--- src/rtl/pulse_modulator_pkg.sv ---
// Shared constants for the pulse modulator: frame framing bits, FSM state type,
// and the MOD_PARAMS message layout used by the UART command decoder.
package pulse_modulator_pkg;

  localparam int DATA_WIDTH_DEF = 8;
  localparam int CTR_WIDTH_DEF  = 16;

  // MOD_PARAMS layout mirrors DEMOD_PARAMS so one UART message can drive both blocks.
  localparam int MOD_PARAMS_SIZE = 2 * CTR_WIDTH_DEF;
  localparam int MOD_PW_LSB      = 0;
  localparam int MOD_PW_MSB      = CTR_WIDTH_DEF - 1;
  localparam int MOD_BP_LSB      = CTR_WIDTH_DEF;
  localparam int MOD_BP_MSB      = 2 * CTR_WIDTH_DEF - 1;

  localparam logic FRAME_START_BIT = 1'b1;
  localparam logic FRAME_STOP_BIT  = 1'b0;

  typedef enum logic {
    ST_IDLE = 1'b0,
    ST_SLOT = 1'b1
  } mod_state_e;

endpackage

--- src/rtl/pulse_modulator_slot_timer.sv ---
// Slot timing for the pulse modulator: latches the clamped period/width at accept
// and reports slot boundaries and whether the next clock lies inside the pulse.
module pulse_slot_timer #(
  parameter int CTR_WIDTH = 16
) (
  input  logic                 clk,
  input  logic                 reset,
  input  logic                 load_i,
  input  logic                 run_i,
  input  logic [CTR_WIDTH-1:0] pulse_width_i,
  input  logic [CTR_WIDTH-1:0] bit_period_i,
  output logic                 slot_end_o,
  output logic                 in_pulse_o
);

  localparam logic [CTR_WIDTH-1:0] CTR_ONE = CTR_WIDTH'(1);
  localparam logic [CTR_WIDTH-1:0] CTR_TWO = CTR_WIDTH'(2);

  logic [CTR_WIDTH-1:0] slot_ctr_q, slot_ctr_d;
  logic [CTR_WIDTH-1:0] bp_eff_q, bp_eff_d;
  logic [CTR_WIDTH-1:0] pw_eff_q, pw_eff_d;
  logic [CTR_WIDTH-1:0] ctr_next_s;

  // Clamp so a slot is never shorter than 2 clocks and a pulse always leaves a low clock.
  always_comb begin
    bp_eff_d = (bit_period_i < CTR_TWO) ? CTR_TWO : bit_period_i;
    pw_eff_d = (pulse_width_i > (bp_eff_d - CTR_ONE)) ? (bp_eff_d - CTR_ONE) : pulse_width_i;
    slot_end_o = (slot_ctr_q == (bp_eff_q - CTR_ONE));
    ctr_next_s = slot_end_o ? '0 : (slot_ctr_q + CTR_ONE);
    in_pulse_o = (ctr_next_s < pw_eff_q);
    if (load_i) begin
      slot_ctr_d = '0;
    end else if (run_i) begin
      slot_ctr_d = ctr_next_s;
    end else begin
      slot_ctr_d = slot_ctr_q;
    end
  end

  // Counter and latched configuration registers.
  always_ff @(posedge clk) begin
    if (reset) begin
      slot_ctr_q <= '0;
      bp_eff_q   <= CTR_TWO;
      pw_eff_q   <= '0;
    end else begin
      slot_ctr_q <= slot_ctr_d;
      if (load_i) begin
        bp_eff_q <= bp_eff_d;
        pw_eff_q <= pw_eff_d;
      end
    end
  end

endmodule

--- src/rtl/pulse_modulator.sv ---
// Serialises handshaked words into a framed pulse train: start '1', data LSB first,
// stop '0'; each '1' slot begins with a pulse of the latched width.
module pulse_modulator
  import pulse_modulator_pkg::*;
#(
  parameter int DATA_WIDTH = 8,
  parameter int CTR_WIDTH  = 16
) (
  input  logic                  clk,
  input  logic                  reset,
  input  logic [DATA_WIDTH-1:0] in_data,
  input  logic                  in_valid,
  output logic                  in_ready,
  input  logic [CTR_WIDTH-1:0]  pulse_width,
  input  logic [CTR_WIDTH-1:0]  bit_period,
  output logic                  out,
  output logic                  busy
);

  localparam int FRAME_BITS = DATA_WIDTH + 2;
  localparam int IDX_W      = $clog2(FRAME_BITS);
  localparam logic [IDX_W-1:0] LAST_IDX = IDX_W'(FRAME_BITS - 1);
  localparam logic [IDX_W-1:0] IDX_ONE  = IDX_W'(1);

  mod_state_e            state_q, state_d;
  logic [FRAME_BITS-1:0] sr_q, sr_d;
  logic [IDX_W-1:0]      bit_idx_q, bit_idx_d;
  logic                  out_q, out_d;
  logic                  accept_s, run_s, slot_end_s, in_pulse_s, last_slot_s;

  assign accept_s    = in_valid && (state_q == ST_IDLE);
  assign run_s       = (state_q == ST_SLOT);
  assign last_slot_s = slot_end_s && (bit_idx_q == LAST_IDX);

  pulse_slot_timer #(.CTR_WIDTH(CTR_WIDTH)) u_timer (
    .clk           (clk),
    .reset         (reset),
    .load_i        (accept_s),
    .run_i         (run_s),
    .pulse_width_i (pulse_width),
    .bit_period_i  (bit_period),
    .slot_end_o    (slot_end_s),
    .in_pulse_o    (in_pulse_s)
  );

  // State, shift register, bit index and the registered pulse output.
  always_ff @(posedge clk) begin
    if (reset) begin
      state_q   <= ST_IDLE;
      sr_q      <= '0;
      bit_idx_q <= '0;
      out_q     <= 1'b0;
    end else begin
      state_q   <= state_d;
      sr_q      <= sr_d;
      bit_idx_q <= bit_idx_d;
      out_q     <= out_d;
    end
  end

  // Next state plus frame shift register and slot index.
  always_comb begin
    state_d   = state_q;
    sr_d      = sr_q;
    bit_idx_d = bit_idx_q;
    case (state_q)
      ST_IDLE: begin
        if (accept_s) begin
          state_d   = ST_SLOT;
          sr_d      = {FRAME_STOP_BIT, in_data, FRAME_START_BIT};
          bit_idx_d = '0;
        end else begin
          state_d = ST_IDLE;
        end
      end
      ST_SLOT: begin
        if (slot_end_s) begin
          sr_d = {1'b0, sr_q[FRAME_BITS-1:1]};
          if (last_slot_s) begin
            state_d = ST_IDLE;
          end else begin
            bit_idx_d = bit_idx_q + IDX_ONE;
          end
        end else begin
          state_d = ST_SLOT;
        end
      end
      default: state_d = ST_IDLE;
    endcase
  end

  // Outputs; the start pulse rises on the accept edge itself.
  always_comb begin
    out_d    = 1'b0;
    in_ready = 1'b0;
    busy     = 1'b0;
    case (state_q)
      ST_IDLE: begin
        in_ready = 1'b1;
        if (accept_s) begin
          out_d = (pulse_width != '0);
        end else begin
          out_d = 1'b0;
        end
      end
      ST_SLOT: begin
        busy = 1'b1;
        if (last_slot_s) begin
          out_d = 1'b0;
        end else if (slot_end_s) begin
          out_d = sr_q[1] && in_pulse_s;
        end else begin
          out_d = sr_q[0] && in_pulse_s;
        end
      end
      default: out_d = 1'b0;
    endcase
  end

  assign out = out_q;

endmodule

--- config.mk ---
export PLATFORM = sky130hd
export DESIGN_NAME = pulse_modulator
export DESIGN_NICKNAME = d
export VERILOG_FILES = /design/src/rtl/pulse_modulator_pkg.sv /design/src/rtl/pulse_modulator_slot_timer.sv /design/src/rtl/pulse_modulator.sv
export SDC_FILE = /design/constraint.sdc
export NUM_CORES = 1
export LEC_CHECK = 0
export CORE_MARGIN = 4
export CORE_UTILIZATION = 41
export CTS_CLUSTER_DIAMETER = 30
export CTS_CLUSTER_SIZE = 20
export DETAILED_ROUTE_END_ITERATION = 6
export PLACE_DENSITY = 0.59
export SYNTH_ARGS = -nofsm -noshare
export SYNTH_HDL_FRONTEND = slang
export SYNTH_HIERARCHICAL = 1
export SYNTH_SLANG_ARGS = --single-unit
--- constraint.sdc ---
create_clock -name clk -period 5.93 [get_ports clk]
set_input_delay 0.8895 -clock clk [delete_from_list [all_inputs] [get_ports clk]]
set_output_delay 0.8895 -clock clk [all_outputs]
set_load 0.1 [all_outputs]
==> results.toml, run 1 <==
[route]
drt_iter0_drc = 355
wl_per_cell_microns = 18.4
wirelength_mm = 13.9
drt-vias-per-instance = 6.01
drc_errors = 0
antenna_left = 0
vias = 4540
drt_pass1_iterations = 5

[floorplan]
die_w_microns = 117
die-area_sq_um = 13700
rows = 39
initial_utilization = 0.422
io_pins = 46
die_h_microns = 117
core-area_sq_um = 11500

[synth]
synth_edf_count = 0
yosysSeqAreaShare = 0.259
async_flop_share = 0
synth_seq_cells = 63
synth_cell_type_count = 65
syn_area_per_cell_sq_um = 8.31
synth_warnings = 6
synthesis.nets = 664
ys.flop_type = "dfxtp_1"
netlist_area_sq_um = 4860
synth_cells = 585

[critical_path]
cp_common_cell = "ha_1"
critPathCapture = "u_timer/pw_eff_q[15]$_SDFFE_PP0P_"
cp-startpoint = "bit_period[4]"
rr_endpoint = "out$_SDFF_PP0_"
cpLargestDelayFamily = "simple AND/OR/NAND/NOR gates"
cp-start-kind = "input pin"
cp_num_cells = 15
path_class = "input pin to flip-flop"
crit_required_ns = 6.14
r2r_slack_ns = 1.32
ff2ff_path_depth = 18
worst_path_largest_cell_delay_ns = 0.66
cp_slowest_cell = "nor4_1"
worstPathBufferInverterCount = 2
arrival_ns = 5.18
rr_startpoint = "u_timer/bp_eff_q[0]$_SDFFE_PP0P_"
cp-end-kind = "flip-flop"
worstPathCellList = "clkdlybuf4s50_1 > nor4_1 > nand4_1 > o21ai_0 > ha_1 > nand4b_1 > xor2_1 > ha_1 > and4_1 > nand3_1 > a21oi_1 > a2111oi_2 > buf_4 > nor2_1 > o311a_1"
worstPathMaxFanout = 19

[clock_tree]
post-cts-setup-buffer-count = 0
cts_sinks = 63
clk_path_buf_depth = 2
clock_latency_ns = 0.33
cts_root_buf = "clkbuf_16"
h-tree-depth = 3
numCtsBuffers = 9
clk_pin_slew_ns = 0.05
ctsHoldBuffers = 0
cts_tree = "built"
cts_resized = 0

[pwr]
power.density_nw_per_um2 = 235
leakage_nw = 2.15
ir_drop_uv = 178

[global_routing]
grt_max_degree = 43
track_usage = 0.210
grt_pass1_wl_mm = 22.7
first_global_vias = 4417
overflow = 0
antenna_found_initial = 0

[sta]
max-slew-margin-rel = 0.324
tightest_slew_ns = 1.01
final.setup.tns_ns = 0
drv_slew = 0
finalSetupViolCount = 0
rsz0062_at_grt = "false"
skew_ns = 0.00658
clock.fmax_mhz = 201
finalCritPeriodShare = 0.837
hold_viol = 0
min_period_ns = 4.96
fin_ws_ns = 0.965

[layout]
finalNetCount = 687
layout-drive-gt1-share = 0.0588
fillers = 1125
diodes = 0
seqCellArea_sq_um = 1260
syn_to_final_growth_pct = 17.0
multi_input_area_sq_um = 3310

[min_path]
hold_path.class = "flip-flop to flip-flop"

[place]
place_congestion = 0.882
hpwl_mm = 10.4
pre_cts_ws_ns = 0.710
port_buffers = 45

[status]
status = "complete, no violations"

[run]
max_cap_violations = 0
placed cells by master, fill, tap and decap left out, drive strengths merged, types with 13 or more instances in the layout:
| cell type | count |
|---|---|
| nand4 | 16 |
| nor4 | 19 |
| xnor2 | 25 |
| xor2 | 36 |
| nand2 | 28 |
| dfxtp | 63 |
| ha | 36 |
| a21oi | 18 |
| nor3 | 13 |
| mux2i | 23 |
| inv | 29 |
| nand3 | 25 |
| a211oi | 24 |
| clkdlybuf4s50 | 45 |
| nor2 | 52 |
through the flow:
stage / hold WS [ns] / instances / cell area (sq um) / power [W] / util
6_report: 0.465 / 755 / 5690 / 0.00134 / 0.494
3_5_place_dp: 0.463 / 740 / 5350 / 0.000757 / 0.465
2_1_floorplan: 0.448 / 585 / 4860 / 0.000663 / -
5_1_grt: 0.502 / 755 / 5690 / 0.00140 / 0.494
4_1_cts: 0.471 / 755 / 5690 / 0.00134 / 0.494
3_3_place_gp: 0.462 / 740 / 5350 / 0.000751 / 0.465
tightest hold or removal path: stages (launching register included):
cell and delay, ns:
dfxtp_1 0.30, nand3_1 0.06, a21oi_1 0.05
how the worst min path moves through the flow:
stage / to / startpoint / slack, ns / cells past startpoint
2_1_floorplan: sr_q[8]$_SDFFE_PP0P_ / sr_q[8]$_SDFFE_PP0P_ / 0.45 / 2
3_3_place_gp: sr_q[8]$_SDFFE_PP0P_ / sr_q[8]$_SDFFE_PP0P_ / 0.46 / 2
4_1_cts: sr_q[8]$_SDFFE_PP0P_ / sr_q[8]$_SDFFE_PP0P_ / 0.47 / 2
3_5_place_dp: sr_q[8]$_SDFFE_PP0P_ / sr_q[8]$_SDFFE_PP0P_ / 0.46 / 2
5_1_grt: sr_q[8]$_SDFFE_PP0P_ / sr_q[8]$_SDFFE_PP0P_ / 0.50 / 2
6_report: sr_q[8]$_SDFFE_PP0P_ / sr_q[8]$_SDFFE_PP0P_ / 0.46 / 2
registers in the layout (all words and copies together), names as in the netlist:
register and count:
bit_idx_q 4, out 1, run_s 1, sr_q 9, u_timer/bp_eff_q 16, u_timer/pw_eff_q 16, u_timer/slot_ctr_q 16
power breakdown:
part | leakage, nW | switching, W | internal (W)
sequential | 0.516 | 0.0000250 | 0.000449
clock | 0.165 | 0.000185 | 0.000399
combinational | 1.47 | 0.000162 | 0.000117
total | 2.15 | 0.000372 | 0.000965
routing by layer:
metal / vias up / global-route usage / part of all wire
li1: 2231 / - / -
met1: 2141 / 0.287 / 0.47
met5: - / 0 / 0
met4: 0 / 0.0635 / 0.023
met2: 144 / 0.340 / 0.45
met3: 24 / 0.0360 / 0.051
cell usage after synthesis, types with 6 or more instances:
| cell | number | area [sq um] |
|---|---|---|
| or4_1 | 9 | 67.6 |
| a211oi_1 | 22 | 165 |
| nor2_1 | 51 | 191 |
| nor2b_1 | 6 | 37.5 |
| ha_1 | 36 | 450 |
| mux2i_1 | 23 | 230 |
| nand4_1 | 16 | 100 |
| or3_1 | 7 | 43.8 |
| o211ai_1 | 7 | 52.6 |
| nor3_1 | 12 | 60.1 |
| dfxtp_1 | 63 | 1260 |
| xor2_1 | 36 | 315 |
| nand3_1 | 25 | 125 |
| o2111ai_1 | 12 | 105 |
| a21oi_1 | 18 | 90.1 |
| and3_1 | 7 | 43.8 |
| inv_1 | 28 | 105 |
| clkbuf_1 | 32 | 120 |
| xnor2_1 | 25 | 219 |
| nand2_1 | 27 | 101 |
| a21o_1 | 10 | 75.1 |
| nor4_1 | 17 | 106 |
| o311ai_0 | 12 | 105 |
| o21ai_0 | 11 | 55.1 |
cell type report:
class,instances,area share
Timing Repair Buffer,51,0.0871
Clock buffer,12,0.0469
Sequential cell,63,0.222
Clock inverter,3,0.0114
Multi-Input combinational cell,453,0.581
Tap cell,143,0.0315
Inverter,30,0.0198
cells by family after synthesis:
kind of cell | synth area share
flops | 0.259
mux | 0.0520
xor+xnor | 0.110
simple gates | 0.234
compound gates | 0.191
fa+ha+maj | 0.0927
buf+inv | 0.0605
Note: power is estimated with default switching activity, not from simulation.
==> run 2: changes to the inputs <==
==> constraint.sdc (replaced) <==
create_clock -name clk -period 5.2 [get_ports clk]
set_input_delay 0.78 -clock clk [delete_from_list [all_inputs] [get_ports clk]]
set_output_delay 0.78 -clock clk [all_outputs]
set_load 0.1 [all_outputs]
==> results.toml, run 2 (synthesis results as in run 1) <==
[status]
status = "complete, no violations"

[pwr]
power.density_nw_per_um2 = 261
switchingPower_w = 0.000419
intPower_w = 0.00106
ir_drop_uv = 221
swShare = 0.283
leakage_nw = 2.15
pwr-share-comb = 0.214
p_clk_frac = 0.421
p_seq_frac = 0.365

[route]
antenna_left = 0
wirelength_mm = 13.9
vias = 4495
drt_iter0_drc = 477
drc_errors = 0
wl_per_cell_microns = 18.3
drt_pass1_iterations = 5
drt-vias-per-instance = 5.92

[place]
port_buffers = 45
hpwl_mm = 10.5
dp.cells = 743
place_congestion = 0.882

[layout]
finalNetCount = 690
mostFrequentLayoutCells = "dfxtp_1, nor2_1, clkdlybuf4s50_1, ha_1, xor2_1"
final_common_cell = "dfxtp_1"
reg_top3 = "u_timer/bp_eff_q x16, u_timer/pw_eff_q x16, u_timer/slot_ctr_q x16"
diodes = 0
layout-drive-gt1-share = 0.0601
syn_to_final_growth_pct = 16.9
stdcell_count = 759
post-route-util = 0.493

[sta]
finalCritPeriodShare = 0.895
finalSetupViolCount = 0
max-slew-margin-rel = 0.324
tightest_slew_ns = 1.01
hold_viol = 0
skew_ns = 0.00477
rsz0062_at_grt = "false"
min_period_ns = 4.65
final.setup.tns_ns = 0
fin_hold_ws_ns = 0.472
clock.fmax_mhz = 215
drv_slew = 0

[floorplan]
rows = 39
die_h_microns = 117
io_pins = 46
core-area_sq_um = 11500
die_w_microns = 117
die-area_sq_um = 13700
initial_utilization = 0.422

[clock_tree]
numCtsBuffers = 9
clk_pin_slew_ns = 0.05
clk_path_buf_depth = 2
cts_tree = "built"
cts_root_buf = "clkbuf_16"
ctsHoldBuffers = 0
cts_sinks = 63
post-cts-setup-buffer-count = 0
h-tree-depth = 3
clock_latency_ns = 0.33
cts_resized = 0

[global_routing]
first_global_vias = 4373
track_usage = 0.214
grt_pass1_wl_mm = 22.7
antenna_found_initial = 0
grt_max_degree = 43
overflow = 0

[critical_path]
cp-end-kind = "flip-flop"
cp-start-kind = "input pin"
path_class = "input pin to flip-flop"
worstPathMaxFanout = 19
arrival_ns = 4.88
crit_required_ns = 5.43

[min_path]
hold_path.class = "flip-flop to flip-flop"

[run]
max_cap_violations = 0
run 2: cell count changes in the layout (fill, tap and decap cells not counted), sizes merged:
| cell | change |
|---|---|
| clkinv | +1 |
| buf | +3 |
run 2: final timing paths:
kind	start	endpoint	slack [ns]	cells past startpoint
worst max-delay path	bit_period[8]	u_timer/pw_eff_q[0]$_SDFFE_PP0P_	0.55	15
worst min-delay path	sr_q[8]$_SDFFE_PP0P_	sr_q[8]$_SDFFE_PP0P_	0.47	2
worst max register to register	u_timer/bp_eff_q[0]$_SDFFE_PP0P_	out$_SDFF_PP0_	0.55	18
worst min register to register	sr_q[8]$_SDFFE_PP0P_	sr_q[8]$_SDFFE_PP0P_	0.47	2
run 2: per-stage QoR:
step / power [W] / instance area, sq um / worst slack [ns]
finish: 0.00148 / 5680 / 0.547
global route: 0.00156 / 5680 / 0.0658
CTS: 0.00150 / 5680 / 0.585
detailed placement: 0.000864 / 5380 / 0.323
global placement: 0.000859 / 5380 / 0.490
floorplan: 0.000756 / 4860 / 0.546
run 2: power by group through the flow:
stage | registers, W | clock network [W] | logic [W]
floorplan | 0.000547 | 0 | 0.000209
global placement | 0.000550 | 0 | 0.000308
detailed placement | 0.000551 | 0 | 0.000313
CTS | 0.000541 | 0.000640 | 0.000315
global route | 0.000545 | 0.000660 | 0.000353
finish | 0.000541 | 0.000625 | 0.000317
run 2: critical path: stages:
cell             delay (ns)
clkdlybuf4s50_1        0.49
nor4_1                 0.47
nand4_1                0.20
o21ai_0                0.28
ha_1                   0.36
nand3_1                0.13
xor2_1                 0.24
ha_1                   0.29
and4_1                 0.21
a32oi_1                0.14
a21boi_0               0.19
a2111oi_2              0.39
buf_4                  0.29
nor2_1                 0.11
o311ai_0               0.30
run 2: final cells by class:
cell class,instances,area [sq um]
clock buffer,12,236
clock inverter,4,70.1
fill,1130,5830
inverter,30,113
multi-input combinational,453,3310
sequential,63,1260
tap,143,179
timing repair buffer,54,518
run 2: per-layer routing:
| layer | up-vias | track usage | part of all wire |
|---|---|---|---|
| met5 | - | 0 | 0 |
| met2 | 114 | 0.330 | 0.45 |
| met1 | 2109 | 0.295 | 0.48 |
| li1 | 2244 | - | - |
| met4 | 0 | 0.0757 | 0.021 |
| met3 | 28 | 0.0478 | 0.045 |
